<file path="config.mk">
export PLATFORM = sky130hd
export DESIGN_NAME = decomp_poly_ctrl
export DESIGN_NICKNAME = d
export VERILOG_FILES = /design/src/rtl/decomp_pkg.sv /design/src/rtl/decomp_skid_fifo.sv /design/src/rtl/decomp_poly_ctrl.sv
export SDC_FILE = /design/constraint.sdc
export NUM_CORES = 1
export LEC_CHECK = 0
export ABC_AREA = 1
export CAP_MARGIN = 20
export CORE_MARGIN = 2
export CORE_UTILIZATION = 47
export CTS_CLUSTER_DIAMETER = 100
export DETAILED_ROUTE_END_ITERATION = 16
export PLACE_DENSITY_LB_ADDON = 0.3
export SKIP_LAST_GASP = 1
export SLEW_MARGIN = 25
export SYNTH_ARGS = -nofsm -noshare
export SYNTH_HDL_FRONTEND = slang
export SYNTH_HIERARCHICAL = 1
export SYNTH_SLANG_ARGS = --single-unit
export TNS_END_PERCENT = 50
</file>
<file path="constraint.sdc">
create_clock -name clk -period 5.1 [get_ports clk]
set_input_delay 1.02 -clock clk [delete_from_list [all_inputs] [get_ports clk]]
set_output_delay 1.02 -clock clk [all_outputs]
set_load 0.01 [all_outputs]
</file>
<file path="src/rtl/decomp_pkg.sv">
// Shared definitions for the polynomial decomposition sequencer.
// Holds the security-level encodings, the default datapath and polynomial
// dimensions, and the controller state encoding.
package decomp_pkg;

   localparam int unsigned N_COEFF = 256;
   localparam int unsigned ADDR_W  = 8;
   localparam int unsigned COEFF_W = 24;
   localparam int unsigned SKID_D  = 2;

   localparam logic [2:0] SEC_LVL_0 = 3'd0;
   localparam logic [2:0] SEC_LVL_2 = 3'd2;

   typedef enum logic [1:0] {
      StIdle,
      StRun,
      StDrain,
      StDone
   } ctrl_state_e;

endpackage

</file>
<file path="src/rtl/decomp_skid_fifo.sv">
// Small read-return FIFO that absorbs coefficient RAM data while the decomposer stalls.
// Ports:
//   clk, rst  clock and asynchronous active-low reset
//   clr_i     synchronous flush (pointers and count to zero)
//   push_i    write data_i at the tail
//   data_i    incoming coefficient
//   pop_i     drop the head entry (only when not empty)
//   data_o    head entry
//   count_o   occupancy
//   empty_o   occupancy is zero
module decomp_skid_fifo #(
   parameter int unsigned Depth = 2,
   parameter int unsigned Width = 24
) (
   input  logic                         clk,
   input  logic                         rst,
   input  logic                         clr_i,
   input  logic                         push_i,
   input  logic [Width-1:0]             data_i,
   input  logic                         pop_i,
   output logic [Width-1:0]             data_o,
   output logic [$clog2(Depth+1)-1:0]   count_o,
   output logic                         empty_o
);

   localparam int unsigned PtrW = (Depth > 1) ? $clog2(Depth) : 1;
   localparam int unsigned CntW = $clog2(Depth + 1);

   logic [Width-1:0] mem_q [Depth];
   logic [PtrW-1:0]  wr_ptr_q;
   logic [PtrW-1:0]  rd_ptr_q;
   logic [CntW-1:0]  count_q;

   function automatic logic [PtrW-1:0] ptr_inc(input logic [PtrW-1:0] p);
      return (p == PtrW'(Depth - 1)) ? '0 : p + 1'b1;
   endfunction

   always_ff @(posedge clk or negedge rst) begin
      if (!rst) begin
         wr_ptr_q <= '0;
         rd_ptr_q <= '0;
         count_q  <= '0;
         for (int i = 0; i < Depth; i++) begin
            mem_q[i] <= '0;
         end
      end else if (clr_i) begin
         wr_ptr_q <= '0;
         rd_ptr_q <= '0;
         count_q  <= '0;
      end else begin
         if (push_i) begin
            mem_q[wr_ptr_q] <= data_i;
            wr_ptr_q        <= ptr_inc(wr_ptr_q);
         end
         if (pop_i) begin
            rd_ptr_q <= ptr_inc(rd_ptr_q);
         end
         count_q <= count_q + CntW'(push_i) - CntW'(pop_i);
      end
   end

   assign data_o  = mem_q[rd_ptr_q];
   assign count_o = count_q;
   assign empty_o = (count_q == '0);

endmodule

</file>
<file path="src/rtl/decomp_poly_ctrl.sv">
// Sequencer that streams one polynomial from the coefficient RAM through the decomposer
// and writes every (doa, dob) result pair to the result RAM at its source index.
// Ports:
//   clk, rst                    clock, asynchronous active-low reset
//   start, sec_lvl_in           job request (sampled in idle) and its security level
//   busy, done                  job in progress / one-cycle completion pulse
//   rd_en, rd_addr, rd_data     coefficient RAM read port (1-cycle latency)
//   dec_sec_lvl, dec_valid,
//   dec_di, dec_rdy_in          issue side of the decomposer
//   dec_valid_o, dec_doa,
//   dec_dob, dec_ready_o        retire side of the decomposer
//   wr_en, wr_addr,
//   wr_doa, wr_dob              result RAM write port
module decomp_poly_ctrl
   import decomp_pkg::*;
#(
   parameter int unsigned NCoeff = N_COEFF,
   parameter int unsigned AddrW  = ADDR_W,
   parameter int unsigned CoeffW = COEFF_W,
   parameter int unsigned SkidD  = SKID_D
) (
   input  logic              clk,
   input  logic              rst,
   input  logic              start,
   input  logic [2:0]        sec_lvl_in,
   output logic              busy,
   output logic              done,
   output logic              rd_en,
   output logic [AddrW-1:0]  rd_addr,
   input  logic [CoeffW-1:0] rd_data,
   output logic [2:0]        dec_sec_lvl,
   output logic              dec_valid,
   output logic [CoeffW-1:0] dec_di,
   input  logic              dec_rdy_in,
   input  logic              dec_valid_o,
   input  logic [CoeffW-1:0] dec_doa,
   input  logic [CoeffW-1:0] dec_dob,
   output logic              dec_ready_o,
   output logic              wr_en,
   output logic [AddrW-1:0]  wr_addr,
   output logic [CoeffW-1:0] wr_doa,
   output logic [CoeffW-1:0] wr_dob
);

   localparam int unsigned   CntW      = $clog2(SkidD + 1);
   localparam logic [AddrW:0] NCoeffCnt = (AddrW + 1)'(NCoeff);

   ctrl_state_e      state_q, state_d;
   logic [AddrW:0]   rd_cnt_q, rd_cnt_d;
   logic [AddrW:0]   wr_cnt_q, wr_cnt_d;
   logic [2:0]       sec_lvl_q, sec_lvl_d;
   logic             rd_pend_q;
   logic             fifo_clr;
   logic             fifo_pop;
   logic             fifo_empty;
   logic [CntW-1:0]  fifo_count;
   logic [CntW:0]    slots_used;

   decomp_skid_fifo #(
      .Depth (SkidD),
      .Width (CoeffW)
   ) u_skid (
      .clk     (clk),
      .rst     (rst),
      .clr_i   (fifo_clr),
      .push_i  (rd_pend_q),
      .data_i  (rd_data),
      .pop_i   (fifo_pop),
      .data_o  (dec_di),
      .count_o (fifo_count),
      .empty_o (fifo_empty)
   );

   assign dec_valid = !fifo_empty;
   assign fifo_pop  = dec_valid && dec_rdy_in;

   // Slots committed for the next cycle: stored entries plus the read returning now.
   // A same-cycle pop frees a slot, which keeps steady-state reads at one per cycle.
   assign slots_used = (CntW + 1)'(fifo_count) + (CntW + 1)'(rd_pend_q)
                       - (CntW + 1)'(fifo_pop);

   assign rd_en   = (state_q == StRun) && (rd_cnt_q < NCoeffCnt)
                    && (slots_used < (CntW + 1)'(SkidD));
   assign rd_addr = rd_cnt_q[AddrW-1:0];

   assign dec_ready_o = (state_q == StRun) || (state_q == StDrain);
   assign wr_en       = dec_valid_o && dec_ready_o;
   assign wr_addr     = wr_cnt_q[AddrW-1:0];
   assign wr_doa      = wr_en ? dec_doa : '0;
   assign wr_dob      = wr_en ? dec_dob : '0;

   assign busy        = (state_q != StIdle);
   assign done        = (state_q == StDone);
   assign dec_sec_lvl = sec_lvl_q;

   always_comb begin
      state_d   = state_q;
      rd_cnt_d  = rd_cnt_q;
      wr_cnt_d  = wr_cnt_q;
      sec_lvl_d = sec_lvl_q;
      fifo_clr  = 1'b0;
      if (rd_en) rd_cnt_d = rd_cnt_q + 1'b1;
      if (wr_en) wr_cnt_d = wr_cnt_q + 1'b1;
      unique case (state_q)
         StIdle: begin
            if (start) begin
               state_d   = StRun;
               rd_cnt_d  = '0;
               wr_cnt_d  = '0;
               sec_lvl_d = sec_lvl_in;
               fifo_clr  = 1'b1;
            end
         end
         StRun: begin
            if (rd_cnt_q == NCoeffCnt) state_d = StDrain;
         end
         StDrain: begin
            // Leave as the last write lands so no extra ready cycle follows it.
            if (wr_cnt_d == NCoeffCnt) state_d = StDone;
         end
         StDone: begin
            state_d = StIdle;
         end
         default: state_d = StIdle;
      endcase
   end

   always_ff @(posedge clk or negedge rst) begin
      if (!rst) begin
         state_q   <= StIdle;
         rd_cnt_q  <= '0;
         wr_cnt_q  <= '0;
         sec_lvl_q <= '0;
         rd_pend_q <= 1'b0;
      end else begin
         state_q   <= state_d;
         rd_cnt_q  <= rd_cnt_d;
         wr_cnt_q  <= wr_cnt_d;
         sec_lvl_q <= sec_lvl_d;
         rd_pend_q <= rd_en;
      end
   end

endmodule
</file>
-- After elaboration in Yosys (flattened, before gate mapping)
Cells that the tools add are included.
- bits in registers: 76
- input bits: 80
- output and inout port bits: 97
- logic and storage cells: 76
- $add $sub $neg: 8
- order comparisons: 5
- equality and inequality tests: 8
- mux-type cells: 27
- bitwise operators: 3
- reductions and logical operators: 15
- operator list (cell ; count):
    24-bit 2-to-1 mux ; 6
    9-bit 2-to-1 mux ; 6
    48-bit bitwise mux ; 1
    24-bit demux with 1-bit select ; 1
    9-bit by 1-bit adder with 9-bit output (second input constant) ; 2
    9-bit equality test (second input constant) ; 2
    9-bit less-than comparator (second input constant) ; 1
    1-bit 2-to-1 mux ; 8
    2-bit 2-to-1 mux ; 4
    2-bit case mux with 4 select lines ; 1
    2-bit nonzero test ; 3
    1-bit logical AND ; 5
    2-bit equality test (second input constant) ; 2
    2-bit >= comparator (second input constant) ; 2
    2-bit zero test ; 2
    2-bit by 1-bit != test with 1-bit output (second input constant) ; 2
    1-bit inverter with 2-bit output ; 2
    2-bit AND reduction ; 2
    2-bit by 1-bit adder with 3-bit output ; 1
    3-bit by 2-bit less-than comparator with 1-bit output (second input constant) ; 1
    3-bit AND reduction ; 1
    3-bit by 1-bit subtractor with 3-bit output ; 1
    1-bit adder (second input constant) ; 2
    2-bit by 1-bit adder with 2-bit output ; 1
    7 further kinds ; 7

-- Depth between registers and ports, before layout
- depth in word-level cells: 9
- depth in mapped cells: 15
- mapped depth without buffers: 14

-- Hierarchy
The synthesis kept the hierarchy.
- by module, submodules not included (module ; times used ; cells an instance ; area an instance (um2) ; seq. area each (um2)):
    decomp_skid_fifo ; 1 ; 232 ; 2353.5 ; 1301.2
    decomp_poly_ctrl ; 1 ; 303 ; 1926.8 ; 600.6

-- Worst setup path before layout
OpenSTA, ideal clock, no wires.
- kind: input-to-output
- start: input dec_rdy_in
- end: output rd_en
- data arrival time: 2.435 ns
- data required time: 4.080 ns
- path slack: 1.645 ns
- stages on the path: 10
- buffers on the path: 1
- cell sequence: inv_1 nor2_1 ha_1 inv_1 nand2_1 fa_1 nand2_1 nor2_1 and2_1 buf_2
- longest elaborated chain between the ends: 4
- RTL lines (item ; RTL line ; RTL):
    start, declared ; decomp_poly_ctrl.sv:34 ; input logic dec_rdy_in,
    1-bit logical AND ; decomp_poly_ctrl.sv:75 ; assign fifo_pop = dec_valid && dec_rdy_in;
    net fifo_pop ; decomp_poly_ctrl.sv:54 ; logic fifo_pop;
    3-bit by 1-bit subtractor with 3-bit output ; decomp_poly_ctrl.sv:80 ; - (CntW + 1)'(fifo_pop);
    3-bit by 2-bit less-than comparator with 1-bit output ; decomp_poly_ctrl.sv:83 ; && (slots_used < (CntW + 1)'(SkidD));
    1-bit logical AND ; decomp_poly_ctrl.sv:83 ;
    end, declared ; decomp_poly_ctrl.sv:28 ; output logic rd_en,
The timed path passes the listed nets, and every way through them passes these cells.

-- Final worst setup path
Same ends and word-level chain as after synthesis.

==> run summary <==
Status = finished clean
Pre-antenna DRT Iters = 4
Fin crit share = 89.8%
Pwr Density = 489 nW/µm²
VDD IR max = 0.000295 V
Non-filler cells, final = 799
Chip height = 99.4 µm
Kind of critical path = primary input to primary output
Mapped Avg Cell Area = 8.00 µm²
Grt ovf = 0
Diodes inserted = 0
Simple-Gate Fraction of Synth Area = 20.2%
Comb power frac = 53.0%
Worst skew pair latency = 350 ps
Placer Congestion = 0.868
Hold path cells = 2
RSZ-0062 raised after global routing = false
Worst path cell trace = clkdlybuf4s50_1 > inv_1 > nor2_1 > ha_1 > inv_1 > nand2_1 > fa_1 > nand2_1 > nor2_1 > and2_1 > clkdlybuf4s50_1
First-pass GRT wire length = 17,200 µm
Final hold viol count = 0
Hold buffer count at cts = 0
Combinational family with the most area after synthesis = simple AND/OR/NAND/NOR gates
Sw Pwr = 0.00115 W
Synth Area in Compound Gates = 9.70%
Clk_skew = 17.2 ps
Starting Density = 48.8%
Mapped Area = 4280 µm²
Slew margin rel. = 38.5%
DRT antenna net count = 0
H-Tree Depth = 3
Routed via count = 3,824
Worst-case reg-to-reg path depth = 15
Die ar. = 9890 µm²
Initial DRC count = 146
Flop-to-flop setup slack = 2160 ps
Seq/Total Area, Yosys = 44.4%
Worst setup SP type = primary input
Total Wirelength = 10,400 µm
Post-CTS Setup Bufs = 0
Hpwl dp = 7770 µm
Layout cell share with drive strength beyond 1 = 9.12%
WP data arrival = 3560 ps
Area growth from synthesis to final layout = 42.8%
Fmax = 0.218 GHz
Initial antenna violation count = 0
Vias per std cell = 4.79
Chip Width = 99.4 µm
Pin count of the biggest net entering global routing = 77
CP max stage cell = clkdlybuf4s50_1
# resized after CTS = 0
XOR/XNOR Fraction of Synth Area = 0.205%
Placed Area = 5930 µm²
Hold EP = u_skid/mem_q[25]
Vias in the first global route = 3,752
Top delay family on crit path = buffers and inverters
Clock share of power = 14.1%
Synth Register Bits = 76
Yosys warns = 6
Leakage = 3.04 nW
Sequential share of power = 32.9%
Max Cap Viol = 0
CP peak stage delay = 550 ps
Sw Ratio = 38.3%
Worst slew pin tran = 921 ps
Worst Hold Class = flip-flop to flip-flop
Routed len/inst = 13.0 µm
Worst-path clk slew = 80 ps
IO Port Bufs = 176
Req. time, crit path = 4080 ps
Buffers & Inverters on Critical Path = 4
Syn Nets = 627
Max FO, Critical Path = 4
GRT Util Overall = 21.4%
Fin crit period = 4580 ps
I/O pins = 177
Clock Tree Buf Depth = 2
Final Cell Area = 6110 µm²
Core area = 8760 µm²
Clock root buffer = clkbuf_8
FP Rows = 34
Min-delay src = u_skid/mem_q[25]
Crit. End Element = primary output
Layout Nets = 778
Fin Setup TNS = 0 ps
RR Endpoint = rd_cnt_q[7]
TritonCTS clock tree = built
Placed cell count = 783
FF-to-FF Start = u_skid/count_o[1]
Sink Count = 76
Adder-Cell Fraction of Synth Area = 3.68%
Post-synthesis mux area share = 6.31%
CTS buffer count = 9
# setup viols final = 0
# DRC = 0
Post-Synthesis Cells = 535
Unique masters post-synth = 35
Max-slew violation count = 0
Int Power = 0.00184 W
[area by class of cell]
class | instances | area [µm²]
Clock buffer | 10 | 138
Clock inverter | 6 | 46.3
Fill cell | 715 | 2650
Inverter | 108 | 405
Multi-Input combinational cell | 314 | 1720
Sequential cell | 76 | 1900
Tap cell | 108 | 135
Timing Repair Buffer | 177 | 1770
[synthesized netlist by cell type, drive strengths merged]
library cell / n / area [µm²]
buf: 29 / 226
o21a: 2 / 15.0
o21bai: 2 / 15.0
o21ai: 57 / 319
mux2: 24 / 270
a31oi: 1 / 6.26
nor3: 2 / 10.0
and2: 1 / 6.26
inv: 108 / 405
nand4: 5 / 31.3
xnor2: 1 / 8.76
nand3b: 3 / 35.0
nor3b: 1 / 7.51
nand2: 106 / 408
clkbuf: 8 / 31.3
ha: 11 / 138
a21oi: 12 / 60.1
dfrtp: 76 / 1900
nand3: 13 / 80.1
nor2: 71 / 279
or2: 1 / 6.26
fa: 1 / 20.0
[layout by cell type, fill, tap and decap left out, types with 11 or more instances in the layout]
cell type        synthesis  layout
inv_1                  107     107
ha_1                    11      11
o21ai_0                 30      30
mux2_2                  24      24
o21ai_1                 18      18
dfrtp_1                 76      75
a21oi_1                 12      12
clkdlybuf4s50_1          0     175
nor2_1                  68      68
nand2_1                104     104
[cell families after synthesis]
| kind of cell | after synthesis |
|---|---|
| AND/OR/NAND/NOR | 203 |
| XOR/XNOR | 1 |
| flip-flops | 76 |
| adder cells (fa/ha/maj) | 12 |
| buffers and inverters | 145 |
| AO/OA/AOI/OAI | 74 |
| multiplexers | 24 |
[through the flow]
step	setup slack (ps)	utilization (%)	hold WS, ps	power, W
floorplan	1650	-	448	0.00187
global placement	628	67.6	459	0.00254
detailed placement	529	67.6	466	0.00259
CTS	511	69.7	486	0.00303
global route	387	69.8	508	0.00322
finish	521	69.8	483	0.00299
[registers in the layout, summed over array words and instances, names as in the netlist]
name and flops:
u_skid/mem_q 48, state_q 2, rd_pend_q 1, u_skid/rd_ptr_q 1, rd_cnt_q 9, wr_cnt_q 9, dec_sec_lvl 3, u_skid/count_o 2
u_skid/wr_ptr_q 1
[power by group through the flow]
stage          registers [W]  logic (W)  clock network, W
6_report            0.000983    0.00158          0.000421
5_1_grt              0.00101    0.00174          0.000466
4_1_cts             0.000984    0.00161          0.000436
3_5_place_dp        0.000997    0.00160                 0
3_3_place_gp        0.000978    0.00156                 0
2_1_floorplan       0.000921   0.000952                 0
[how the worst max path moves through the flow]
| stage | from | cells past startpoint | endpoint |
|---|---|---|---|
| after global routing | dec_rdy_in | 11 | rd_en |
| after CTS | dec_rdy_in | 11 | rd_en |
| after detailed placement | dec_rdy_in | 11 | rd_en |
| after global placement | dec_rdy_in | 11 | rd_en |
| after floorplan | dec_rdy_in | 10 | rd_en |
| final | dec_rdy_in | 11 | rd_en |
[metal layers]
layer	global-route usage, %	routed length [µm]
met1	25.0	4190
met2	38.7	5270
met3	5.34	828
met4	6.22	110
met5	0	0
[worst register-to-register path: stages (launching register included)]
cell     delay (ps)
dfrtp_1         470
nor2_1          110
nor2_1          280
ha_1            290
inv_1            60
nand2_1          60
fa_1            490
nand2_1          50
nor2_1           80
and2_1          190
buf_4           170
nand3_1          90
nor2_1          210
nand3_1          90
o21ai_0         160
nor2_1           50
Power figures use the tool's default switching activity.
